--- config.mk ---
export PLATFORM = sky130hd
export DESIGN_NAME = palette_ram_flat
export DESIGN_NICKNAME = d
export VERILOG_FILES = /design/src/rtl/palette_ram_pkg.sv /design/src/rtl/palette_ram_if.sv /design/src/rtl/palette_ram_regfile.sv /design/src/rtl/palette_ram.sv /design/src/flat_wrapper.sv
export SDC_FILE = /design/constraint.sdc
export NUM_CORES = 1
export LEC_CHECK = 0
export ABC_CLOCK_PERIOD_IN_PS = 2300
export CORE_ASPECT_RATIO = 0.6
export CORE_MARGIN = 5
export CORE_UTILIZATION = 34
export DETAILED_ROUTE_END_ITERATION = 10
export PLACE_DENSITY = 0.47
export SKIP_CTS_REPAIR_TIMING = 1
export SLEW_MARGIN = 40
export SYNTH_ARGS = -nofsm -noshare
export SYNTH_HDL_FRONTEND = slang
export SYNTH_SLANG_ARGS = --single-unit
--- constraint.sdc ---
create_clock -name clk24 -period 2.3 [get_ports clk24]
set_input_delay 0.46 -clock clk24 [delete_from_list [all_inputs] [get_ports clk24]]
set_output_delay 0.46 -clock clk24 [all_outputs]
set_load 0.005 [all_outputs]
--- src/rtl/palette_ram_pkg.sv ---
// palette_ram_pkg: shared sizes, FSM encoding and delay helper for the
// palette block.
//   PAL_ENTRIES / PAL_IDX_W : palette depth and index width
//   COLOR_W                 : colour byte width {B[1:0],G[2:0],R[2:0]}
//   CNT_W                   : width of the write-delay counter
package palette_ram_pkg;

   localparam int PAL_ENTRIES = 16;
   localparam int PAL_IDX_W   = 4;
   localparam int COLOR_W     = 8;
   localparam int CNT_W       = 4;

   typedef enum logic {
      PAL_IDLE = 1'b0,
      PAL_PEND = 1'b1
   } pal_state_e;

   // A delay of 0 would never commit, so it behaves as 1; the counter
   // cannot hold more than 15.
   function automatic logic [CNT_W-1:0] eff_delay(input int d);
      if (d < 1)
         return CNT_W'(1);
      else if (d > 15)
         return CNT_W'(15);
      else
         return d[CNT_W-1:0];
   endfunction

endpackage

--- src/rtl/palette_ram_if.sv ---
// palette_ram_if: CPU write strobe and video read path of the palette.
//   coloridx   : palette read address from video (border or pixel index)
//   border_idx : border colour index register
//   pal_wr     : CPU palette write strobe (level)
//   pal_data   : colour byte, valid while pal_wr is high
//   realcolor  : registered palette entry for coloridx
//   pal_busy   : a write is pending
// master = CPU decoder / video side, slave = palette.
interface palette_ram_if;
   import palette_ram_pkg::*;

   logic [PAL_IDX_W-1:0] coloridx;
   logic [PAL_IDX_W-1:0] border_idx;
   logic                 pal_wr;
   logic [COLOR_W-1:0]   pal_data;
   logic [COLOR_W-1:0]   realcolor;
   logic                 pal_busy;

   modport master (
      output coloridx, border_idx, pal_wr, pal_data,
      input  realcolor, pal_busy
   );

   modport slave (
      input  coloridx, border_idx, pal_wr, pal_data,
      output realcolor, pal_busy
   );

endinterface

--- src/rtl/palette_ram_regfile.sv ---
// palette_regfile: 16 x 8 palette storage.
//   clk, reset : clock, synchronous active-high clear of every entry
//   we/waddr/wdata : synchronous write port
//   raddr/rdata    : registered read port (1 cycle latency)
// A write to the entry being read shows up on rdata in the same cycle
// as the write, because the read is taken from the post-write array.
module palette_regfile
   import palette_ram_pkg::*;
(
   input  logic                 clk,
   input  logic                 reset,
   input  logic                 we,
   input  logic [PAL_IDX_W-1:0] waddr,
   input  logic [COLOR_W-1:0]   wdata,
   input  logic [PAL_IDX_W-1:0] raddr,
   output logic [COLOR_W-1:0]   rdata
);

   logic [PAL_ENTRIES-1:0][COLOR_W-1:0] mem_q, mem_d;
   logic [COLOR_W-1:0]                  rdata_q, rdata_d;

   always_comb begin
      mem_d = mem_q;
      if (we)
         mem_d[waddr] = wdata;
      rdata_d = mem_d[raddr];
   end

   always_ff @(posedge clk) begin
      if (reset) begin
         mem_q   <= '0;
         rdata_q <= '0;
      end else begin
         mem_q   <= mem_d;
         rdata_q <= rdata_d;
      end
   end

   assign rdata = rdata_q;

endmodule

--- src/rtl/palette_ram.sv ---
// palette_ram: colour palette with delayed CPU writes.
//   clk24 : 24 MHz system clock
//   reset : synchronous, active-high; drops any pending write, clears palette
//   ce6   : 6 MHz pixel enable, one clk24 pulse in four
//   bus   : palette_ram_if slave (strobe/data in, realcolor/pal_busy out)
// A rising edge on pal_wr captures the data; the write lands on the
// WR_DELAY-th ce6 after the edge. With ADDR_BORDER=0 the target entry is
// whatever coloridx is on screen in that commit cycle, otherwise the
// border index captured with the strobe.
module palette_ram
   import palette_ram_pkg::*;
#(
   parameter int WR_DELAY    = 4,
   parameter int ADDR_BORDER = 0
) (
   input  logic          clk24,
   input  logic          reset,
   input  logic          ce6,
   palette_ram_if.slave  bus
);

   localparam logic [CNT_W-1:0] DLY = eff_delay(WR_DELAY);

   pal_state_e           state_q, state_d;
   logic [CNT_W-1:0]     cnt_q, cnt_d;
   logic                 pal_wr_q;
   logic [COLOR_W-1:0]   wdata_q, wdata_d;
   logic [PAL_IDX_W-1:0] waddr_q, waddr_d;
   logic                 wr_edge, commit;
   logic [PAL_IDX_W-1:0] wr_addr;

   always_ff @(posedge clk24) begin
      if (reset) begin
         state_q  <= PAL_IDLE;
         cnt_q    <= '0;
         pal_wr_q <= 1'b0;
         wdata_q  <= '0;
         waddr_q  <= '0;
      end else begin
         state_q  <= state_d;
         cnt_q    <= cnt_d;
         pal_wr_q <= bus.pal_wr;
         wdata_q  <= wdata_d;
         waddr_q  <= waddr_d;
      end
   end

   always_comb begin
      state_d = state_q;
      cnt_d   = cnt_q;
      wdata_d = wdata_q;
      waddr_d = waddr_q;
      wr_edge = bus.pal_wr & ~pal_wr_q;
      commit  = (state_q == PAL_PEND) && ce6 && (cnt_q == CNT_W'(1));

      if (state_q == PAL_PEND && ce6 && cnt_q != '0)
         cnt_d = cnt_q - CNT_W'(1);
      if (commit)
         state_d = PAL_IDLE;

      // The edge overrides the decrement (a ce6 on the edge cycle does not
      // count) and, in a commit cycle, re-arms after the old data lands.
      if (wr_edge) begin
         state_d = PAL_PEND;
         cnt_d   = DLY;
         wdata_d = bus.pal_data;
         if (ADDR_BORDER != 0)
            waddr_d = bus.border_idx;
      end

      wr_addr = (ADDR_BORDER != 0) ? waddr_q : bus.coloridx;
   end

   palette_regfile u_regfile (
      .clk   (clk24),
      .reset (reset),
      .we    (commit),
      .waddr (wr_addr),
      .wdata (wdata_q),
      .raddr (bus.coloridx),
      .rdata (bus.realcolor)
   );

   assign bus.pal_busy = (state_q == PAL_PEND);

endmodule

--- src/flat_wrapper.sv ---
// flat-port wrapper written by rule: the top's interface ports become plain ports
module palette_ram_flat import palette_ram_pkg::*;
#(
   parameter int WR_DELAY    = 4,
   parameter int ADDR_BORDER = 0
)
  (clk24, reset, ce6, bus_coloridx, bus_border_idx, bus_pal_wr, bus_pal_data, bus_realcolor, bus_pal_busy);
  palette_ram_if bus_i ();
  input  logic clk24;
  input  logic reset;
  input  logic ce6;
  input wire logic [$bits(bus_i.coloridx)-1:0] bus_coloridx;
  input wire logic [$bits(bus_i.border_idx)-1:0] bus_border_idx;
  input wire logic [$bits(bus_i.pal_wr)-1:0] bus_pal_wr;
  input wire logic [$bits(bus_i.pal_data)-1:0] bus_pal_data;
  output wire logic [$bits(bus_i.realcolor)-1:0] bus_realcolor;
  output wire logic [$bits(bus_i.pal_busy)-1:0] bus_pal_busy;
  assign bus_i.coloridx = bus_coloridx;
  assign bus_i.border_idx = bus_border_idx;
  assign bus_i.pal_wr = bus_pal_wr;
  assign bus_i.pal_data = bus_pal_data;
  assign bus_realcolor = bus_i.realcolor;
  assign bus_pal_busy = bus_i.pal_busy;
  palette_ram #(.WR_DELAY(WR_DELAY), .ADDR_BORDER(ADDR_BORDER)) u_core (.clk24(clk24), .reset(reset), .ce6(ce6), .bus(bus_i));
endmodule
# After elaboration in Yosys (flattened, before gate mapping)
# Cells that the tools add are included.
[op_classes]
n_addsub = 1
order_cmp = 2
eq_ne = 1
mux = 10
n_bitwise = 2
n_reduce_logical = 8
[ops]
columns = ["cell", "count"]
rows = [
  ["128-bit bitwise mux", 1],
  ["128-bit two-way mux", 1],
  ["8-bit binary-select mux with 4-bit select", 1],
  ["8-bit demux with 4-bit select", 1],
  ["8-bit two-way mux", 2],
  ["3-bit two-way mux", 2],
  ["4-bit by 5-bit < comparator with 1-bit output, second input constant", 1],
  ["4-bit by 1-bit equality test with 1-bit output, second input constant", 1],
  ["4-bit by 1-bit greater-or-equal comparator with 1-bit output, second input constant", 1],
  ["1-bit logical AND", 4],
  ["2-bit nonzero test", 2],
  ["4-bit nonzero test", 1],
  ["4-bit by 1-bit subtractor with 4-bit output, second input constant", 1],
  ["1-bit two-way mux", 2],
  ["2-bit OR reduction", 1],
  ["1-bit AND", 1],
  ["1-bit NOT", 1],
]
[word_totals]
regBits = 150
input_bits = 20

# Depth between registers and ports, before layout
# Gate-level depths: netlist of run 1.
[logic_depth]
depth_word = 8
ltp_mapped = 7

# Modules after synthesis
# From an unflattened synthesis of run 1, not the netlist that was laid out.
[hier_totals]
cells_unflattened = 867
hier_area_um2 = 7076.8
[modules_own_cells]
columns = ["module", "n_inst", "cells_per_inst", "area_per_inst_um2", "seq_area_each_um2"]
rows = [
  ["palette_regfile", 1, 796, 6463.7, 2722.6],
  ["palette_ram", 1, 71, 613.1, 280.3],
]

# Least setup slack after synthesis of run 1
# No wires, ideal clock.
[synth_path]
kind = "input -> register"
start = "input port bus_coloridx[2]"
end = "register u_core.u_regfile.rdata_q[5], in the netlist u_core.u_regfile.rdata[5]"
setup_ps = 132
t_arrival_ps = 1634
t_required_ps = 2168
setup_slack_ps = 534
path_stages = 6
cell_sequence = "buf_6 > buf_12 > mux4_1 > a22o_1 > o21ai_1 > a21oi_1"
[synth_via]
elab_chain_cells = 8
word_cells_on_any_way = 9
cone_classes = "order compare: 2; mux: 6; reduce/logical: 1"
[synth_rtl]
columns = ["item", "line", "rtl"]
rows = [
  ["start, declared", "flat_wrapper.sv:12", "input wire logic [$bits(bus_i.coloridx)-1:0] bus_coloridx;"],
  ["4-bit by 5-bit < comparator with 1-bit output (implied by the code) or 4-bit by 1-bit greater-or-equal comparator with 1-bit output (tied branches)", "palette_ram_regfile.sv:25", "mem_d[waddr] = wdata;"],
  ["1-bit logical AND (implied by the code)", "palette_ram_regfile.sv:25", ""],
  ["8-bit two-way mux (implied by the code)", "palette_ram_regfile.sv:25", ""],
  ["8-bit demux with 4-bit select", "palette_ram_regfile.sv:25", ""],
  ["128-bit bitwise mux", "palette_ram_regfile.sv:25", ""],
  ["128-bit two-way mux", "palette_ram_regfile.sv:24", "if (we)"],
  ["8-bit binary-select mux with 4-bit select *", "palette_ram_regfile.sv:26", "rdata_d = mem_d[raddr];"],
  ["8-bit two-way mux (implied by the code) *", "palette_ram_regfile.sv:26", ""],
  ["end signal, assigned", "palette_ram_regfile.sv:35", "rdata_q <= rdata_d;"],
  ["end, declared", "palette_ram_regfile.sv:20", "logic [COLOR_W-1:0] rdata_q, rdata_d;"],
]
# Mark *: on every way between the ends. The rest lies on a longest branch, timed or not. The select of a mux whose other input is x is not followed.
# A chain may end at the register's enable or synchronous reset.

# Worst setup path after layout of run 1
[layout_path]
start = "register u_core.state_q, in the netlist u_core.bus.pal_busy"
end = "output port bus_pal_busy"
[layout_lines]
columns = ["item", "line", "rtl"]
rows = [
  ["start, declared", "palette_ram.sv:24", "pal_state_e state_q, state_d;"],
  ["start signal, assigned", "palette_ram.sv:40", "state_q <= state_d;"],
  ["end, declared", "flat_wrapper.sv:17", "output wire logic [$bits(bus_i.pal_busy)-1:0] bus_pal_busy;"],
]
# No word-level cell between the ends.

==> flow_summary_export.csv, run 1 <==
group,metric,value,unit
outcome,status,"finished clean",
floorplan,rows,39,
cts,clock_latency,0.43,ns
cells_and_area,num_antenna_cells,0,
routing,vias_per_cell,5.06,
sta,finalHoldViolCount,0,
routing,drtPass1Iterations,5,
cts,clock-root-buffer,"clkbuf_16",
global_route,grt_pass1_wl,27.9,mm
worst_setup_path,cp_num_buf_inv,1,
cells_and_area,final_core_util,0.412,
flow_run,maxCapViolCount,0,
cts,cts_max_level,4,
worst_setup_path,required,1.84,ns
placed_design,routabilityCongestion,0.790,
power,ir_worst_vdd,0.493,mV
cells_and_area,nFillCells,1840,
placed_design,hpwl,11.6,mm
floorplan,io_pins,29,
logic_synthesis,syn_inst,607,
routing,wl_per_cell,19.6,µm
power,leakagePower,3.86,nW
logic_synthesis,synth_ff_type,"dfxtp_1",
logic_synthesis,yosysWarnings,0,
routing,antenna_left,0,
logic_synthesis,synth_area,6720,µm²
sta,period_needed,1.84,ns
logic_synthesis,synth_cell_types,34,
cells_and_area,nNetsFinal,647,
floorplan,die_h,119,µm
routing,vias,4570,
routing,drt-initial-drc-count,266,
worst_setup_path,slowest_stage,"clkdlybuf4s50_1",
placed_design,portBuffers,24,
routing,totalWireLength,17.7,mm
worst_setup_path,path_cells,"clkdlybuf4s50_1",
cells_and_area,drive_gt1_frac,0.172,
sta,finalClockSkew,0.0118,ns
global_route,overflow,0,
sta,fmaxAchievable,544,MHz
cts,cts_buffer_depth,2,
routing,drc,0,
sta,period_share,0.799,
logic_synthesis,synth.area.top_cells,"dfxtp_1, mux2i_1, mux4_2",
floorplan,die-area,22800,µm²
global_route,antenna_found_initial,0,
worst_setup_path,critPathKind,"reg2out",
global_route,grt_pass1_vias,4543,
worst_setup_path,worstPathMaxFanout,5,
sta,drv_slew,0,
logic_synthesis,synth_edf_count,0,
logic_synthesis,async_reset_ff_frac,0,
worst_setup_path,slowest_delay,0.55,ns
sta,max_slew.worst_pin.slew,0.846,ns
worst_setup_path,cp-start-kind,"register",
cts,cts_tree,"done",
floorplan,core_area,19200,µm²
logic_synthesis,ys_ff_latch,150,
power,powerDensity,731,nW/µm²
floorplan,die_w,191,µm
worst_setup_path,crit_arrival,1.38,ns
logic_synthesis,synth_top_area_frac,0.447,
cts,numCtsBuffers,17,
cts,clkSinkCount,150,
logic_synthesis,yosysTopAreaCell,"dfxtp_1",
cells_and_area,syn_to_final_growth,18.0,%
sta,max_slew_margin,0.435,
sta,setup_viol_count_final,0,
logic_synthesis,seq_area_frac_synth,0.447,
floorplan,start_util,0.349,
global_route,grt_usage,0.162,
cts,clk_pin_slew,0.06,ns
logic_synthesis,avgSynthCellArea,11.1,µm²
sta,grt_setup_unrepaired,"false",
worst_setup_path,crit_path_end_kind,"primary output",
logic_synthesis,syn_nets,629,
min_path,hp-class,"in2reg",
global_route,grt_max_degree,50,
sta,fin_setup_tns,0,ns
worst_setup_path,path_delay_family,"buffers and inverters",
[per-stage QoR]
| step | power (W) | setup WS, ns | hold slack, ns | instances | area (µm²) |
|---|---|---|---|---|---|
| after floorplan | 0.00289 | 0.534 | 0.455 | 607 | 6720 |
| after global placement | 0.00301 | 0.0650 | 0.466 | 872 | 7330 |
| after detailed placement | 0.00301 | 0.0595 | 0.480 | 872 | 7330 |
| after CTS | 0.00586 | 0.435 | 0.470 | 904 | 7930 |
| after global routing | 0.00600 | 0.388 | 0.493 | 904 | 7930 |
| final | 0.00579 | 0.462 | 0.469 | 904 | 7930 |
[power breakdown]
| group | internal (W) | switching (W) | total, W |
|---|---|---|---|
| Sequential | 0.00261 | 0.0000278 | 0.00264 |
| Combinational | 0.000120 | 0.000195 | 0.000315 |
| Clock | 0.00163 | 0.00121 | 0.00284 |
[final cells by class]
type / instances / area [µm²] / share of cell area
Multi-Input combinational cell: 399 / 3400 / 0.429
Sequential cell: 150 / 3000 / 0.379
Timing Repair Buffer: 55 / 586 / 0.0739
Clock buffer: 18 / 429 / 0.0541
Tap cell: 266 / 333 / 0.0420
Clock inverter: 14 / 165 / 0.0208
Inverter: 2 / 7.51 / 0.000947
[sequential cells by signal, summed over array words and instances, names as in the netlist]
name	count
u_core.u_regfile.mem_q	128
u_core.bus.pal_busy	1
u_core.pal_wr_q	1
u_core.u_regfile.rdata	8
u_core.wdata_q	8
u_core.cnt_q	4
[kinds of logic (layout without fill, tap and decap cells)]
group / count (synthesis) / after routing / share of synthesized area
AND/OR/NAND/NOR: 188 / 188 / 0.153
multiplexers: 160 / 160 / 0.301
flip-flops: 150 / 150 / 0.447
buffers and inverters: 58 / 89 / 0.0469
AO/OA/AOI/OAI: 46 / 46 / 0.0447
XOR/XNOR: 3 / 3 / 0.00391
adder cells (fa/ha/maj): 2 / 2 / 0.00372
[placed cells by master, fill, tap and decap left out, types with 2 or more instances in the layout]
cell	instances
inv_1	2
mux2i_1	128
nand4_4	14
buf_2	2
nand3_1	8
a22o_1	16
and2_1	2
o21ai_1	8
mux4_2	26
clkinvlp_4	4
nor3_1	2
mux4_1	6
clkinv_4	2
nor2b_1	4
bufinv_16	2
inv_6	4
inv_8	2
nor2_1	132
buf_4	22
dfxtp_1	150
xnor2_1	2
a21oi_1	19
and2b_1	2
clkbuf_16	17
buf_12	10
nand2_1	18
nand4_2	2
clkdlybuf4s50_1	21
[synth_stat cells (2+ instances only)]
cell type and instances:
dfxtp_1 150, nor2_1 132, mux2i_1 128, clkbuf_1 33
mux4_2 26, a21oi_1 19, nand2_1 18, a22o_1 16
nand4_4 14, buf_2 12, nand3_1 8, o21ai_1 8
mux4_1 6, buf_4 4, nor2b_1 4, buf_6 3
and2_1 2, and2b_1 2, buf_12 2, ha_1 2
inv_1 2, nand4_2 2, nor3_1 2, xnor2_1 2
[worst paths after layout]
path                                                  from                           to  slack, ns  depth (start not counted)
worst max register to register         u_core.bus.pal_busy  u_core.u_regfile.mem_q[120]       0.61                          5
worst min register to register  u_core.u_regfile.mem_q[88]   u_core.u_regfile.mem_q[88]       0.49                          2
worst max-delay path                   u_core.bus.pal_busy                 bus_pal_busy       0.46                          1
worst min-delay path                                 reset  u_core.u_regfile.mem_q[107]       0.47                          2
[routing by layer]
| layer | GRT usage | vias up | wire length [µm] |
|---|---|---|---|
| met5 | 0 | - | 0 |
| met1 | 0.254 | 2276 | 9500 |
| met3 | 0.0336 | 20 | 685 |
| li1 | - | 2190 | - |
| met2 | 0.220 | 84 | 7260 |
| met4 | 0.0475 | 0 | 260 |
No activity file was read; power rests on OpenSTA's default activity.
==> run 2, diff against run 1 <==
- ABC_CLOCK_PERIOD_IN_PS: 2300 -> 1600
- PLACE_DENSITY: 0.47 -> 0.49
- clock period: 2.3 -> 1.6 ns (I/O delays scaled with it)
==> run 2 against run 1 <==
Compared with the run above:
- non-clock buffer count is 22 higher
- flip-flop and latch count is the same
- sequential power increased by 43%
- combinational power up 72%
- register-to-register slack worse by 0.59 ns
- final cell count grew 2.4%
- power grew 44%
- routed wire length down 1.7%
- first-iteration DRC count is 14% lower
- via count increased by 1.2%
- highest routed layer unchanged
==> flow_summary_export.csv, run 2 (same netlist as run 1, synthesis figures left out) <==
group,metric,value,unit
outcome,status,"finished clean",
routing,antenna_left,0,
worst_setup_path,startpoint,"ce6",
power,p_sw_frac,0.236,
worst_setup_path,required,1.91,ns
global_route,grt_use_met2,0.230,
placed_design,portBuffers,24,
sta,hold_slack,0.381,ns
floorplan,io_pins,29,
sta,period_needed,1.59,ns
routing,vias,4624,
worst_setup_path,r2r_slack,0.02,ns
power,power.switching,0.00197,W
cells_and_area,regMostFlops,"u_core.u_regfile.mem_q",
placed_design,placed_cells,889,
power,p_comb_frac,0.065,
global_route,use_met3,0.0427,
min_path,min_from,"reset",
sta,max_slew_margin,0.574,
power,ir_worst_vdd,0.783,mV
sta,period_share,0.991,
power,p_clk_frac,0.483,
cells_and_area,final_cell_area,8290,µm²
cells_and_area,final_cell_mix,"dfxtp_1, nor2_1, mux2i_1",
routing,drc,0,
floorplan,die-area,22800,µm²
flow_run,maxCapViolCount,0,
cells_and_area,final_common_cell,"dfxtp_1",
floorplan,die_w,191,µm
worst_setup_path,crit_path_end_kind,"register",
power,p_total,0.00833,W
cells_and_area,largest_register_ffs,128,
routing,drtPass1Iterations,4,
global_route,global_route.usage.met1,0.236,
min_path,hp-class,"in2reg",
sta,grt_setup_unrepaired,"true",
floorplan,die_h,119,µm
worst_setup_path,worstPathMaxFanout,8,
cells_and_area,instances_no_fill,926,
routing,drt-initial-drc-count,229,
cts,clock-root-buffer,"clkbuf_16",
cts,clock_latency,0.42,ns
floorplan,rows,39,
worst_setup_path,critPathKind,"in2reg",
power,leakagePower,4.10,nW
power,internal_power,0.00636,W
global_route,grt_usage,0.160,
global_route,grt_pass1_vias,4653,
cells_and_area,syn_to_final_growth,23.4,%
cts,clk_pin_slew,0.06,ns
placed_design,routabilityCongestion,0.761,
global_route,grt_busiest_layer,"met1",
sta,fmaxAchievable,631,MHz
placed_design,hpwl,11.5,mm
cells_and_area,num_antenna_cells,0,
cts,cts_tree,"done",
sta,fin_setup_tns,0,ns
cts,clkSinkCount,150,
worst_setup_path,crit_arrival,1.90,ns
sta,finalHoldViolCount,0,
sta,drv_slew,0,
cts,cts_max_level,4,
power,powerDensity,1010,nW/µm²
sta,max_slew.worst_pin.slew,0.639,ns
placed_design,place_area,7570,µm²
routing,wl_per_cell,18.8,µm
global_route,overflow,0,
floorplan,core_area,19200,µm²
global_route,grt_pass1_wl,27.4,mm
cells_and_area,nFillCells,1829,
power,seqPwrFrac,0.452,
floorplan,start_util,0.349,
worst_setup_path,cp-start-kind,"primary input",
cells_and_area,drive_gt1_frac,0.211,
global_route,grt_max_degree,47,
cts,numCtsBuffers,17,
cells_and_area,nNetsFinal,669,
routing,vias_per_cell,4.99,
sta,setup_viol_count_final,0,
global_route,antenna_found_initial,0,
worst_setup_path,reg2reg_from,"u_core.cnt_q[3]",
sta,finalClockSkew,0.00721,ns
cts,cts_buffer_depth,2,
routing,totalWireLength,17.4,mm
## run 2: power groups by stage
stage | Sequential, W | Combinational, W | Clock, W
after floorplan | 0.00384 | 0.000312 | 0
after detailed placement | 0.00385 | 0.000520 | 0
after global routing | 0.00377 | 0.000576 | 0.00431
after global placement | 0.00385 | 0.000517 | 0
final | 0.00377 | 0.000541 | 0.00402
after CTS | 0.00377 | 0.000522 | 0.00414
## run 2: worst paths after layout
path                                      end  depth (start not counted)
setup / recovery  u_core.u_regfile.mem_q[109]                          6
hold / removal            u_core.bus.pal_busy                          2
setup reg to reg  u_core.u_regfile.mem_q[109]                          5
hold reg to reg    u_core.u_regfile.mem_q[60]                          2
## run 2: layer usage
metal	wire [µm]	up-vias
met2	7630	66
met3	724	10
li1	-	2232
met4	94	0
met1	8950	2316
met5	0	-
## run 2: stage by stage
| step | util | worst slack [ns] |
|---|---|---|
| CTS | 0.425 | -0.126 |
| global route | 0.431 | -0.0558 |
| global placement | 0.394 | -0.474 |
| finish | 0.431 | 0.0142 |
| floorplan | - | 0.00722 |
| detailed placement | 0.394 | -0.468 |
## run 2: cell type report
cell class	count	area (µm²)	area share
sequential	150	3010	0.362
tap	266	333	0.0401
inverter	2	7.51	0.000905
multi-input combinational	399	3440	0.414
clock buffer	19	453	0.0546
timing repair buffer	77	912	0.110
clock inverter	13	145	0.0175
## run 2: critical path, stage by stage
cell and delay, ns:
clkdlybuf4s50_1 0.50, and4bb_4 0.32, clkbuf_16 0.19, nand4_4 0.26, mux2i_1 0.24, nor2_1 0.05
